## src/rtl/vga_mode_ctrl.sv

```systemverilog
// VGA scan-out engine: CPU register file, 1bpp/2bpp palette lookup, programmable base/stride,
// line doubling and vblank interrupt, all clocked by cpu_clk and advanced on pix_ce ticks.
module vga_mode_ctrl #(
    parameter int H_VIS   = 640,
    parameter int H_FP    = 16,
    parameter int H_SP    = 96,
    parameter int H_BP    = 48,
    parameter int V_VIS   = 480,
    parameter int V_FP    = 10,
    parameter int V_SP    = 2,
    parameter int V_BP    = 33,
    parameter int PIX_REP = 2,
    parameter int ADDR_W  = 16
) (
    input  logic              cpu_clk,
    input  logic              rst,
    input  logic              pix_ce,
    input  logic [2:0]        cpu_addr,
    input  logic [7:0]        cpu_dbw,
    input  logic              cpu_we,
    output logic [7:0]        cpu_dbr,
    output logic              irq,
    output logic              hsync,
    output logic              vsync,
    output logic [3:0]        rgbi,
    output logic [ADDR_W-1:0] mem_addr,
    input  logic [7:0]        mem_data
);

    localparam int H_TOT = H_VIS + H_FP + H_SP + H_BP;
    localparam int V_TOT = V_VIS + V_FP + V_SP + V_BP;
    localparam int HW    = $clog2(H_TOT);
    localparam int VW    = $clog2(V_TOT);
    localparam int RW    = $clog2(PIX_REP + 1);

    localparam logic [HW-1:0] H_LAST   = HW'(H_TOT - 1);
    localparam logic [HW-1:0] H_VIS_L  = HW'(H_VIS);
    localparam logic [HW-1:0] H_SYNC_S = HW'(H_VIS + H_FP);
    localparam logic [HW-1:0] H_SYNC_E = HW'(H_VIS + H_FP + H_SP);
    localparam logic [VW-1:0] V_LAST   = VW'(V_TOT - 1);
    localparam logic [VW-1:0] V_VIS_L  = VW'(V_VIS);
    localparam logic [VW-1:0] V_IRQ    = VW'(V_VIS - 1);
    localparam logic [VW-1:0] V_SYNC_S = VW'(V_VIS + V_FP);
    localparam logic [VW-1:0] V_SYNC_E = VW'(V_VIS + V_FP + V_SP);
    localparam logic [RW-1:0] REP_LAST = RW'(PIX_REP - 1);

    logic              mode_bpp_r, mode_dbl_r, mode_ie_r;
    logic [3:0]        pal0_r, pal1_r, pal2_r, pal3_r;
    logic [ADDR_W-1:0] base_r;
    logic [7:0]        stride_r;
    logic              irq_pend_r;

    logic              bpp_sh_r, dbl_sh_r;
    logic [7:0]        stride_sh_r;
    logic [HW-1:0]     h_r;
    logic [VW-1:0]     v_r;
    logic [RW-1:0]     rep_r;
    logic [2:0]        pix_r;
    logic [7:0]        shift_r;
    logic [ADDR_W-1:0] line_ptr_r;
    logic              odd_r;
    logic [ADDR_W-1:0] mem_addr_r;
    logic [3:0]        rgbi_r;
    logic              hsync_r, vsync_r;

    logic [15:0]       base16_s;
    logic              h_last_s, v_last_s, h_vis_s, visible_s, vblank_s;
    logic              rep_last_s, pix_last_s, byte_first_s, line_adv_s;
    logic              irq_set_s, irq_clr_s;
    logic [ADDR_W-1:0] nxt_ptr_s;
    logic [1:0]        idx_s;
    logic [3:0]        colour_s;

    assign base16_s     = 16'(base_r);
    assign h_last_s     = (h_r == H_LAST);
    assign v_last_s     = (v_r == V_LAST);
    assign h_vis_s      = (h_r < H_VIS_L);
    assign visible_s    = h_vis_s && (v_r < V_VIS_L);
    assign vblank_s     = (v_r >= V_VIS_L);
    assign rep_last_s   = (rep_r == REP_LAST);
    assign pix_last_s   = (pix_r == (bpp_sh_r ? 3'd3 : 3'd7));
    assign byte_first_s = (rep_r == RW'(0)) && (pix_r == 3'd0);
    // With line doubling the pointer only advances after the second copy of a line.
    assign line_adv_s   = (v_r < V_VIS_L) && (!dbl_sh_r || odd_r);
    assign nxt_ptr_s    = v_last_s   ? base_r :
                          line_adv_s ? line_ptr_r + ADDR_W'(stride_sh_r) : line_ptr_r;
    assign irq_set_s    = pix_ce && h_last_s && (v_r == V_IRQ);
    assign irq_clr_s    = cpu_we && (cpu_addr == 3'd6) && cpu_dbw[1];

    assign irq      = irq_pend_r & mode_ie_r;
    assign hsync    = hsync_r;
    assign vsync    = vsync_r;
    assign rgbi     = rgbi_r;
    assign mem_addr = mem_addr_r;

    // Palette lookup of the pixel currently at the bottom of the shift register.
    always_comb begin
        idx_s    = bpp_sh_r ? shift_r[1:0] : {1'b0, shift_r[0]};
        colour_s = pal0_r;
        case (idx_s)
            2'd0:    colour_s = pal0_r;
            2'd1:    colour_s = pal1_r;
            2'd2:    colour_s = pal2_r;
            2'd3:    colour_s = pal3_r;
            default: colour_s = pal0_r;
        endcase
    end

    // CPU read mux; unlisted bits and the reserved register read as zero.
    always_comb begin
        cpu_dbr = 8'h00;
        case (cpu_addr)
            3'd0:    cpu_dbr = {mode_ie_r, 5'b00000, mode_dbl_r, mode_bpp_r};
            3'd1:    cpu_dbr = {pal1_r, pal0_r};
            3'd2:    cpu_dbr = {pal3_r, pal2_r};
            3'd3:    cpu_dbr = base16_s[15:8];
            4'd4:    cpu_dbr = base16_s[7:0];
            3'd5:    cpu_dbr = stride_r;
            3'd6:    cpu_dbr = {6'b000000, irq_pend_r, vblank_s};
            default: cpu_dbr = 8'h00;
        endcase
    end

    // CPU register writes, independent of pix_ce.
    always_ff @(posedge cpu_clk or posedge rst) begin
        if (rst) begin
            mode_bpp_r <= 1'b0;
            mode_dbl_r <= 1'b0;
            mode_ie_r  <= 1'b0;
            pal0_r     <= 4'h1;
            pal1_r     <= 4'hF;
            pal2_r     <= 4'h4;
            pal3_r     <= 4'hE;
            base_r     <= '0;
            stride_r   <= 8'd40;
        end else if (cpu_we) begin
            case (cpu_addr)
                3'd0: begin
                    mode_bpp_r <= cpu_dbw[0];
                    mode_dbl_r <= cpu_dbw[1];
                    mode_ie_r  <= cpu_dbw[7];
                end
                3'd1: begin
                    pal0_r <= cpu_dbw[3:0];
                    pal1_r <= cpu_dbw[7:4];
                end
                3'd2: begin
                    pal2_r <= cpu_dbw[3:0];
                    pal3_r <= cpu_dbw[7:4];
                end
                3'd3:    base_r   <= ADDR_W'({cpu_dbw, base16_s[7:0]});
                3'd4:    base_r   <= ADDR_W'({base16_s[15:8], cpu_dbw});
                3'd5:    stride_r <= cpu_dbw;
                default: ;
            endcase
        end
    end

    // Interrupt pending flag; a set on the same cycle as a clear wins.
    always_ff @(posedge cpu_clk or posedge rst) begin
        if (rst) begin
            irq_pend_r <= 1'b0;
        end else if (irq_set_s) begin
            irq_pend_r <= 1'b1;
        end else if (irq_clr_s) begin
            irq_pend_r <= 1'b0;
        end
    end

    // Raster counters and per-pixel shift register.
    always_ff @(posedge cpu_clk or posedge rst) begin
        if (rst) begin
            h_r     <= '0;
            v_r     <= '0;
            rep_r   <= '0;
            pix_r   <= 3'd0;
            shift_r <= 8'h00;
        end else if (pix_ce) begin
            h_r <= h_last_s ? '0 : h_r + HW'(1);
            if (h_last_s) begin
                v_r     <= v_last_s ? '0 : v_r + VW'(1);
                rep_r   <= '0;
                pix_r   <= 3'd0;
                shift_r <= mem_data;
            end else if (h_vis_s) begin
                if (rep_last_s) begin
                    rep_r <= '0;
                    if (pix_last_s) begin
                        pix_r   <= 3'd0;
                        shift_r <= mem_data;
                    end else begin
                        pix_r   <= pix_r + 3'd1;
                        shift_r <= bpp_sh_r ? {2'b00, shift_r[7:2]} : {1'b0, shift_r[7:1]};
                    end
                end else begin
                    rep_r <= rep_r + RW'(1);
                end
            end
        end
    end

    // Line pointer, doubling phase and per-frame shadows taken at the frame wrap.
    always_ff @(posedge cpu_clk or posedge rst) begin
        if (rst) begin
            line_ptr_r  <= '0;
            odd_r       <= 1'b0;
            bpp_sh_r    <= 1'b0;
            dbl_sh_r    <= 1'b0;
            stride_sh_r <= 8'd40;
        end else if (pix_ce && h_last_s) begin
            line_ptr_r <= nxt_ptr_s;
            if (v_last_s) begin
                odd_r       <= 1'b0;
                bpp_sh_r    <= mode_bpp_r;
                dbl_sh_r    <= mode_dbl_r;
                stride_sh_r <= stride_r;
            end else if (v_r < V_VIS_L) begin
                odd_r <= dbl_sh_r ? ~odd_r : 1'b0;
            end
        end
    end

    // Next line's first byte is addressed as soon as the visible part ends.
    always_ff @(posedge cpu_clk or posedge rst) begin
        if (rst) begin
            mem_addr_r <= '0;
        end else if (pix_ce) begin
            if (h_r == H_VIS_L) begin
                mem_addr_r <= nxt_ptr_s;
            end else if (h_vis_s && byte_first_s) begin
                mem_addr_r <= mem_addr_r + ADDR_W'(1);
            end
        end
    end

    // Output stage: colour and syncs registered together for alignment.
    always_ff @(posedge cpu_clk or posedge rst) begin
        if (rst) begin
            rgbi_r  <= 4'h0;
            hsync_r <= 1'b1;
            vsync_r <= 1'b1;
        end else if (pix_ce) begin
            rgbi_r  <= visible_s ? colour_s : 4'h0;
            hsync_r <= !((h_r >= H_SYNC_S) && (h_r < H_SYNC_E));
            vsync_r <= !((v_r >= V_SYNC_S) && (v_r < V_SYNC_E));
        end
    end

endmodule
```

## config.mk

```make
export PLATFORM = sky130hd
export DESIGN_NAME = vga_mode_ctrl
export DESIGN_NICKNAME = d
export VERILOG_FILES = /design/src/rtl/vga_mode_ctrl.sv
export SDC_FILE = /design/constraint.sdc
export NUM_CORES = 1
export LEC_CHECK = 0
export BUFFER_PORTS_ARGS = -buffer_cell sky130_fd_sc_hd__buf_2
export CORE_AREA = 2 2 112 136
export DETAILED_ROUTE_END_ITERATION = 6
export DIE_AREA = 0 0 114 138
export MAX_ROUTING_LAYER = met4
export PLACE_DENSITY = 0.67
export SYNTH_ARGS = -nofsm -noshare
export SYNTH_HDL_FRONTEND = slang
export SYNTH_SLANG_ARGS = --single-unit
```

## constraint.sdc

```tcl
create_clock -name cpu_clk -period 15.7 [get_ports cpu_clk]
set_clock_uncertainty 0.2 [all_clocks]
set_input_delay 4.71 -clock cpu_clk [delete_from_list [all_inputs] [get_ports cpu_clk]]
set_output_delay 4.71 -clock cpu_clk [all_outputs]
set_load 0.01 [all_outputs]
```

# Word-level counts from Yosys, hierarchy flattened
# Cells that the tools add are included.
[word_totals]
in_bits = 23
word_cells = 121
reg_bits = 126
[classes]
n_bitwise = 4
muxes = 29
add_sub_neg = 6
eq_ne = 15
reduce_logical = 35
magnitude_cmp = 7
[op_table]
columns = ["operator", "n"]
rows = [
  ["$mux 16", 4],
  ["$pmux 8 s7", 1],
  ["$mux 8", 4],
  ["$pmux 16 s2", 1],
  ["$eq 10x10->1 const B", 3],
  ["$add 10x1->10 const B", 2],
  ["$ge 10x9->1 const B", 2],
  ["$lt 10x10->1 const B", 2],
  ["$lt 10x9->1 const B", 2],
  ["$mux 10", 2],
  ["$reduce_and 2->1", 9],
  ["$add 16x1->16 const B", 1],
  ["$add 16x8->16", 1],
  ["$pmux 4 s4", 1],
  ["$mux 3", 5],
  ["$eq 10x9->1 const B", 1],
  ["$ge 10x10->1 const B", 1],
  ["$logic_and 1x1->1", 10],
  ["$reduce_bool 2->1", 5],
  ["$eq 3x3->1 const B", 3],
  ["$reduce_and 3->1", 3],
  ["$mux 2", 4],
  ["$mux 7", 1],
  ["$eq 3x2->1 const B", 2],
  ["14 further kinds", 26],
]

# Logic depth before layout (Yosys ltp)
# Gate-level depths: netlist (run 1).
[depth]
word_depth = 6
ltp_mapped = 10
depth_no_buf = 8

# Worst setup path after synthesis (run 1)
# OpenSTA, ideal clock, no wires.
[synth_timing]
kind = "input to output"
start = "input cpu_addr[0]"
end = "output cpu_dbr[0]"
path_slack_ns = 5.089
t_arrival_ns = 5.701
stages = 3
path_cell_list = "buf_2 -> mux4_2 -> mux2_2"
[synth_between]
elab_chain_len = 2
[synth_rtl]
columns = ["element", "line_no", "rtl"]
rows = [
  ["from (decl)", "18", "input logic [2:0] cpu_addr,"],
  ["$eq 3x3->1, or another cell as far along", "112", "case (cpu_addr)"],
  ["$pmux 8 s7 *", "112", ""],
  ["to (decl)", "21", "output logic [7:0] cpu_dbr,"],
]
# Mark *: on every way between the ends. The rest lies on a longest branch, timed or not.

# Worst setup path in the final report (run 1)
# Ends and elaborated chain as after synthesis.

==> results.toml, run 1 <==
[run_status]
status = "finished, final reports clean"

[setup_path]
crit_path_frequent_cell = "buf_2"
critPathRequiredTime_ns = 10.79
cp_top_family = "multiplexers"
critPathMaxFanout = 19
path_cells = "buf_2 > mux4_2 > mux2_2 > buf_2"
cp-start-kind = "primary input"
worstPathArrival_ns = 6.05
cp_slowest_cell = "mux4_2"
crit_path_max_incr_delay_ns = 0.55
end_kind = "primary output"
critPathKind = "primary input to primary output"
cp_num_buf_inv = 2

[hold_path]
min_path_type = "flop to flop"

[logic_synthesis]
yosysTopAreaCell = "dfrtp_1"
synth_top_area_share_pct = 39.1
synth_edf_count = 0
synth-seq-cells = 126
synthCells = 723
syn-num-nets = 762
synth.cell_area_um2 = 7100
synthArstFlopShare_pct = 100
yosysUniqueCellTypes = 67
synth_flop_cell = "dfrtp_1"
ys_warn_count = 0
synth_area_leaders = "dfrtp_1, mux2_2, dfstp_2"
syn_area_per_cell_um2 = 9.82
yosysSeqAreaShare_pct = 44.7

[cells_and_area]
layout_common_cells = "dfrtp_1, nand2_1, nor2_1"
drive_gt1_share_pct = 21.6
layout.cells.most_common = "dfrtp_1"
finalNonFillerCells = 952
area_growth_pct = 12.6
fillers = 1307
fin_util_pct = 54.8
diodes = 0
layout.nets = 800

[clock_tree]
postCtsSetupBuffers = 0
clk_pin_slew_ns = 0.06
insertion_delay_ns = 0.42
numCtsBuffers = 17
tritoncts = "built"
cts_hold_buf = 0
ctsResizeCount = 0
cts-root-buf = "clkbuf_16"
cts.htree.levels = 4
cts.path.max_buffers = 2
cts_sinks = 126

[routing]
vias = 5688
vias_per_cell = 5.97
post-route-drc-count = 0
drt_first_pass_iters = 6
wirelength_um = 18400
dr.first_iter.drc_count = 338
ant_nets = 0
wl_per_cell_um = 19.3

[global_routing]
grt_pass1_wl_um = 30200
grt_max_degree = 71
busiest_layer = "met2"
grtUsageMet3_pct = 4.30
antenna_found_initial = 0
grt_pass1_vias = 5576
grt_usage_pct = 25.2
use_met2_pct = 39.6
overflow = 0
globalRouteMet1Util_pct = 33.1

[power]
power_per_cell_area_nw_per_um2 = 122
intPower_w = 0.000682
pwr-share-comb_pct = 16.7
peakVddDrop_mv = 0.0950
power_frac_clock_pct = 38.1
switching_power_w = 0.000296
p_seq_share_pct = 45.2
netSwitchingFraction_pct = 30.2
p_leak_nw = 3.51

[run]
maxCapViolations = 0

[floorplan]
die_h_um = 138
design.core.area_um2 = 14600
die-width_um = 114
row_count = 49
die_area_um2 = 15700
start_util_pct = 48.7
pin_count = 54

[placed_design]
place_inst = 920
portBuffers = 53
dp_hpwl_um = 13300
place_congestion = 0.876

[timing]
hold_violations = 0
tightest_slew_ns = 1.17
final.setup.tns_ns = 0
setup_viol = 0
rsz0062_at_grt = "no"
slew_headroom_pct = 21.4
fin_crit_sh_pct = 69.8
finalMaxSlewViolations = 0
post-route-min-period_ns = 10.96
fmax_mhz = 91.3
## worst paths after layout
kind,slack [ns],start,cells past startpoint,endpoint
max in group asynchronous,9.78,rst,3,pix_r[2]$_DFFE_PP0P_
min in group asynchronous,4.25,rst,2,stride_r[6]$_DFFE_PP0P_
worst max-delay path,4.74,cpu_addr[0],4,cpu_dbr[0]
worst max register to register,12.75,stride_sh_r[0]$_DFFE_PP0P_,8,line_ptr_r[10]$_DFFE_PP0P_
worst min-delay path,0.28,dbl_sh_r$_DFFE_PP0P_,1,dbl_sh_r$_DFFE_PP0P_
worst min register to register,0.28,dbl_sh_r$_DFFE_PP0P_,1,dbl_sh_r$_DFFE_PP0P_
## cell usage after synthesis, types with 3 or more instances
library cell / instances
a221oi_1: 3
and4_1: 5
a31oi_1: 9
and2_1: 7
nand2b_1: 6
dfstp_2: 15
dfrtp_1: 111
o211ai_1: 4
a21oi_1: 49
buf_4: 4
xnor2_1: 13
or3_1: 3
a22oi_1: 6
o21ai_1: 12
o21ai_0: 52
nand3_1: 24
nor2_1: 54
xor2_1: 9
nor3_2: 3
inv_1: 22
nand4_1: 12
a211oi_1: 5
o21a_1: 9
buf_1: 3
mux4_2: 6
a21o_1: 7
buf_2: 14
clkbuf_1: 14
nand2_1: 66
mux2_1: 10
nor4_1: 3
mux2_2: 47
nor3_1: 16
or3b_1: 3
o221ai_1: 4
and3_1: 9
ha_1: 15
nor2b_1: 6
mux2i_1: 16
o22ai_1: 13
o31ai_1: 4
## power groups by stage
stage / sequential [W] / combinational [W] / clock, W
finish: 0.000442 / 0.000163 / 0.000372
floorplan: 0.000423 / 0.000123 / 0
CTS: 0.000442 / 0.000165 / 0.000378
detailed placement: 0.000446 / 0.000164 / 0
global route: 0.000450 / 0.000185 / 0.000393
global placement: 0.000445 / 0.000158 / 0
## cell families after synthesis
kind of cell    Yosys count  share of synthesized area (%)
compound gates          191                           16.3
xor+xnor                 22                           2.71
fa+ha+maj                16                           2.93
buf+inv                  59                           3.79
flops                   126                           44.7
mux                      79                           13.2
simple gates            230                           16.4
## flip-flops by register name (all words and copies together) (netlist names), 3 cells and up
register,cells
base16_s,16
h_r,10
line_ptr_r,16
mem_addr,16
pal0_r,4
pal1_r,4
pal2_r,4
pal3_r,4
pix_r,3
rgbi,4
shift_r,8
stride_r,8
stride_sh_r,8
v_r,10
## area by class of cell
class                      count  area (µm²)  area share (%)
clock buffer                  20         447            5.59
timing repair buffer          56         288            3.60
sequential                   126        3170            39.7
inverter                      22        85.1            1.06
tap                          178         223            2.79
clock inverter                12         114            1.42
multi-input combinational    538        3660            45.9
## routing by layer
metal	vias up	share of wire, %
met4	0	2.2
met1	2783	44
met2	162	49
met3	27	4.5
met5	-	0
li1	2716	-
## per-stage QoR
step	hold WS, ns	area (µm²)	setup WS, ns	power [W]
finish	0.284	7990	4.74	0.000978
global route	0.330	7990	4.62	0.00103
CTS	0.290	7990	4.75	0.000985
detailed placement	0.277	7430	4.75	0.000610
global placement	0.260	7430	4.76	0.000603
floorplan	0.250	7100	5.09	0.000546
(Power assumes the default switching activity.)
==> run 2, diff against run 1 <==
Settings changed: PLACE_DENSITY 0.67 to 0.7.
Clock period 15.7 ns to 9.9 ns, I/O delays scaled along.
==> results.toml, run 2 (synthesis results as in run 1) <==
[clock_tree]
cts_hold_buf = 0
cts-root-buf = "clkbuf_16"
numCtsBuffers = 17
ctsResizeCount = 0
cts.path.max_buffers = 2
tritoncts = "built"
postCtsSetupBuffers = 0
cts_sinks = 126
clk_pin_slew_ns = 0.06
cts.htree.levels = 4
insertion_delay_ns = 0.42

[setup_path]
critPathMaxFanout = 19
cp_num_buf_inv = 2
crit_path_max_incr_delay_ns = 0.56
cp_slowest_cell = "mux4_2"
cp_top_family = "multiplexers"
startpoint = "cpu_addr[0]"
reg2reg_slack_ns = 6.89
critPathRequiredTime_ns = 6.73
r2r_cells = 8
cp-start-kind = "primary input"
worstPathArrival_ns = 4.33
path_cells = "buf_2 > mux4_2 > mux2_2 > buf_2"
crit_path_frequent_cell = "buf_2"
cp.depth = 4
critPathCapture = "cpu_dbr[0]"
critPathKind = "primary input to primary output"
reg2reg_from = "line_ptr_r[0]$_DFFE_PP0P_"
r2r-end = "line_ptr_r[10]$_DFFE_PP0P_"
end_kind = "primary output"

[timing]
slew_headroom_pct = 17.2
tightest_slew_ns = 1.23
setup_viol = 0
hold_violations = 0
post-route-min-period_ns = 7.50
final.setup.tns_ns = 0
rsz0062_at_grt = "no"
fin_ws_ns = 2.40
fin_crit_sh_pct = 75.7
finalMaxSlewViolations = 0
fmax_mhz = 133

[cells_and_area]
fillers = 1313
diodes = 0
layout_common_cells = "dfrtp_1, nand2_1, nor2_1"
design_area_um2 = 8030
multi_input_area_um2 = 3660
layout.nets = 800
layout.cells.most_common = "dfrtp_1"
regArea_um2 = 3170
drive_gt1_share_pct = 21.7
fin_util_pct = 55.0
area_growth_pct = 13.0

[global_routing]
grt_pass1_wl_um = 30100
grt_pass1_vias = 5742
grt_max_degree = 86
grt_usage_pct = 25.0
antenna_found_initial = 0
overflow = 0

[placed_design]
portBuffers = 53
placed_area_um2 = 7430
place_congestion = 0.855
dp_hpwl_um = 13300
place_ws_ns = 2.42

[routing]
vias = 5797
post-route-drc-count = 0
vias_per_cell = 6.09
ant_nets = 0
wl_per_cell_um = 19.2
wirelength_um = 18200
dr.first_iter.drc_count = 350
drt_first_pass_iters = 7

[floorplan]
die-width_um = 114
pin_count = 54
row_count = 49
start_util_pct = 48.7
design.core.area_um2 = 14600
die_area_um2 = 15700
die_h_um = 138

[run_status]
status = "finished, final reports clean"

[power]
power_per_cell_area_nw_per_um2 = 197
p_leak_nw = 3.53
power.total_w = 0.00158
peakVddDrop_mv = 0.138

[hold_path]
min_path_type = "flop to flop"

[run]
maxCapViolations = 0
## run 2: cell count changes in the layout (fill, tap and decap cells not counted)
| cell | change |
|---|---|
| bufinv_16 | +1 |
| clkinvlp_4 | -2 |
| clkinv_4 | +2 |
| clkbuf_1 | -1 |
| inv_6 | -1 |
| clkbuf_8 | +1 |
## run 2: final cells by class
class / instances / area share (%)
clock inverters: 12 / 1.71
clock buffers: 20 / 5.69
flip-flops and latches: 126 / 39.5
multi-input cells: 538 / 45.7
well taps: 178 / 2.77
inverters: 22 / 1.06
repair buffers: 56 / 3.59
## run 2: worst register-to-register path, cell delays in order (launching register included)
cell and delay [ns]:
dfrtp_1 0.41, ha_1 0.26, fa_1 0.45, a211oi_1 0.37, nor2_1 0.11, o221ai_2 0.37, nor3_1 0.10, o31ai_1 0.45
o21ai_0 0.14
## run 2: stage by stage
step | hold slack, ns | instances
2_1_floorplan | 0.250 | 723
3_3_place_gp | 0.260 | 920
3_5_place_dp | 0.272 | 920
4_1_cts | 0.285 | 952
5_1_grt | 0.301 | 952
6_report | 0.285 | 952
## run 2: where the power goes
group	switching [W]	leakage (nW)	internal, W
combinational	0.000135	1.65	0.000125
sequential	0.0000954	1.59	0.000604
clock	0.000237	0.287	0.000386
## run 2: how the worst min path moves through the flow
stage,cells past startpoint,to,startpoint,slack (ns)
4_1_cts,1,dbl_sh_r$_DFFE_PP0P_,dbl_sh_r$_DFFE_PP0P_,0.29
2_1_floorplan,1,dbl_sh_r$_DFFE_PP0P_,dbl_sh_r$_DFFE_PP0P_,0.25
3_5_place_dp,1,dbl_sh_r$_DFFE_PP0P_,dbl_sh_r$_DFFE_PP0P_,0.27
6_report,2,hsync$_DFFE_PP1P_,hsync$_DFFE_PP1P_,0.29
5_1_grt,1,dbl_sh_r$_DFFE_PP0P_,dbl_sh_r$_DFFE_PP0P_,0.30
3_3_place_gp,1,dbl_sh_r$_DFFE_PP0P_,dbl_sh_r$_DFFE_PP0P_,0.26
## run 2: metal layers
metal	global-route usage [%]	vias to the layer above	wire length, µm
li1	-	2725	-
met1	32.0	2874	7910
met2	39.7	154	9100
met3	3.81	44	660
met4	10.3	0	565
met5	-	-	0
==> run 3, diff against run 2 <==
Settings changed: PLACE_DENSITY 0.7 to 0.67.
Clock period 9.9 ns to 7.24 ns, I/O delays scaled along.
==> results.toml, run 3 (synthesis results as in run 1) <==
[timing]
tightest_slew_ns = 1.19
hold_violations = 0
post-route-min-period_ns = 5.89
finalMaxSlewViolations = 0
timing.hold.ws_ns = 0.286
setup_viol = 0
fin_crit_sh_pct = 81.3
fmax_mhz = 170
slew_headroom_pct = 20.5
rsz0062_at_grt = "no"
final.setup.tns_ns = 0

[clock_tree]
clk_pin_slew_ns = 0.06
postCtsSetupBuffers = 0
cts.htree.levels = 4
numCtsBuffers = 17
cts-root-buf = "clkbuf_16"
cts_sinks = 126
cts.path.max_buffers = 2
tritoncts = "built"
ctsResizeCount = 0
cts_hold_buf = 0
insertion_delay_ns = 0.42

[run_status]
status = "finished, final reports clean"

[power]
p_leak_nw = 3.56
netSwitchingFraction_pct = 28.6
power_per_cell_area_nw_per_um2 = 277
power_frac_clock_pct = 41.3
p_seq_share_pct = 43.0
power.total_w = 0.00223
peakVddDrop_mv = 0.171
pwr-share-comb_pct = 15.7
switching_power_w = 0.000638
intPower_w = 0.00159

[hold_path]
hold_path_startpoint = "dbl_sh_r$_DFFE_PP0P_"
min_path_type = "flop to flop"

[setup_path]
worstPathArrival_ns = 3.52
critPathMaxFanout = 19
cp-start-kind = "primary input"
end_kind = "primary output"
critPathRequiredTime_ns = 4.87
startpoint = "cpu_addr[0]"
critPathKind = "primary input to primary output"
reg2reg_from = "v_r[7]$_DFFE_PP0P_"

[routing]
vias = 5711
post-route-drc-count = 0
ant_nets = 0
wl_per_cell_um = 19.2
dr.first_iter.drc_count = 435
vias_per_cell = 6.00
wirelength_um = 18300
drt_first_pass_iters = 5

[floorplan]
design.core.area_um2 = 14600
start_util_pct = 48.7
die_h_um = 138
die_area_um2 = 15700
row_count = 49
pin_count = 54
die-width_um = 114

[global_routing]
grt_pass1_vias = 5459
grt_max_degree = 72
grt_pass1_wl_um = 29800
antenna_found_initial = 0
grt_usage_pct = 25.0
overflow = 0

[cells_and_area]
fin_util_pct = 55.3
drive_gt1_share_pct = 21.7
layout.nets = 800
layout_common_cells = "dfrtp_1, nand2_1, nor2_1"
diodes = 0
finalNonFillerCells = 952
layout.cells.most_common = "dfrtp_1"
fillers = 1310
area_growth_pct = 13.7

[placed_design]
place_congestion = 0.941
dp_hpwl_um = 13300
place_inst = 920
portBuffers = 53

[run]
maxCapViolations = 0
==> run 3: cell types whose count changed in the layout (fill, tap and decap cells not counted), sizes merged <==
| cell | delta |
|---|---|
| bufinv | +2 |
| clkinvlp | -2 |
==> run 3: final cells by class <==
class / instances / area (µm²) / share of cell area, %
Timing Repair Buffer: 56 / 288 / 3.57
Clock buffer: 20 / 457 / 5.66
Sequential cell: 126 / 3170 / 39.3
Inverter: 22 / 85.1 / 1.05
Tap cell: 178 / 223 / 2.76
Multi-Input combinational cell: 538 / 3660 / 45.4
Clock inverter: 12 / 183 / 2.26
==> run 3: path summary, 6_finish.rpt <==
kind	to	slack, ns	depth (start not counted)
worst max-delay path	cpu_dbr[0]	1.35	4
worst min-delay path	dbl_sh_r$_DFFE_PP0P_	0.29	1
worst max register to register	line_ptr_r[10]$_DFFE_PP0P_	4.36	6
worst min register to register	dbl_sh_r$_DFFE_PP0P_	0.29	1
max in group asynchronous	shift_r[2]$_DFFE_PP0P_	3.86	3
min in group asynchronous	stride_r[4]$_DFFE_PP0P_	1.73	2
==> run 3: metal layers <==
metal	vias to the layer above	share of wire (%)	GRT usage [%]	routed length, µm
met3	34	3.7	3.86	673
met5	-	0	-	0
met2	147	48	38.4	8830
met4	0	3.2	10.7	585
li1	2712	-	-	-
met1	2818	45	33.1	8220
==> run 3: stage by stage <==
step	cell area [µm²]	setup slack, ns
floorplan	7100	1.54
global placement	7430	1.37
detailed placement	7430	1.35
CTS	8070	1.35
global route	8070	1.19
finish	8070	1.35
==> run 3: power groups by stage <==
stage / clock network [W] / logic [W] / registers (W)
after global routing: 0.000968 / 0.000396 / 0.000976
after global placement: 0 / 0.000340 / 0.000967
final: 0.000922 / 0.000352 / 0.000959
after floorplan: 0 / 0.000267 / 0.000918
after CTS: 0.000934 / 0.000355 / 0.000958
after detailed placement: 0 / 0.000353 / 0.000968
==> run 3: critical path: stages <==
cell and delay (ns):
buf_2 0.36, mux4_2 0.57, mux2_2 0.27, buf_2 0.14
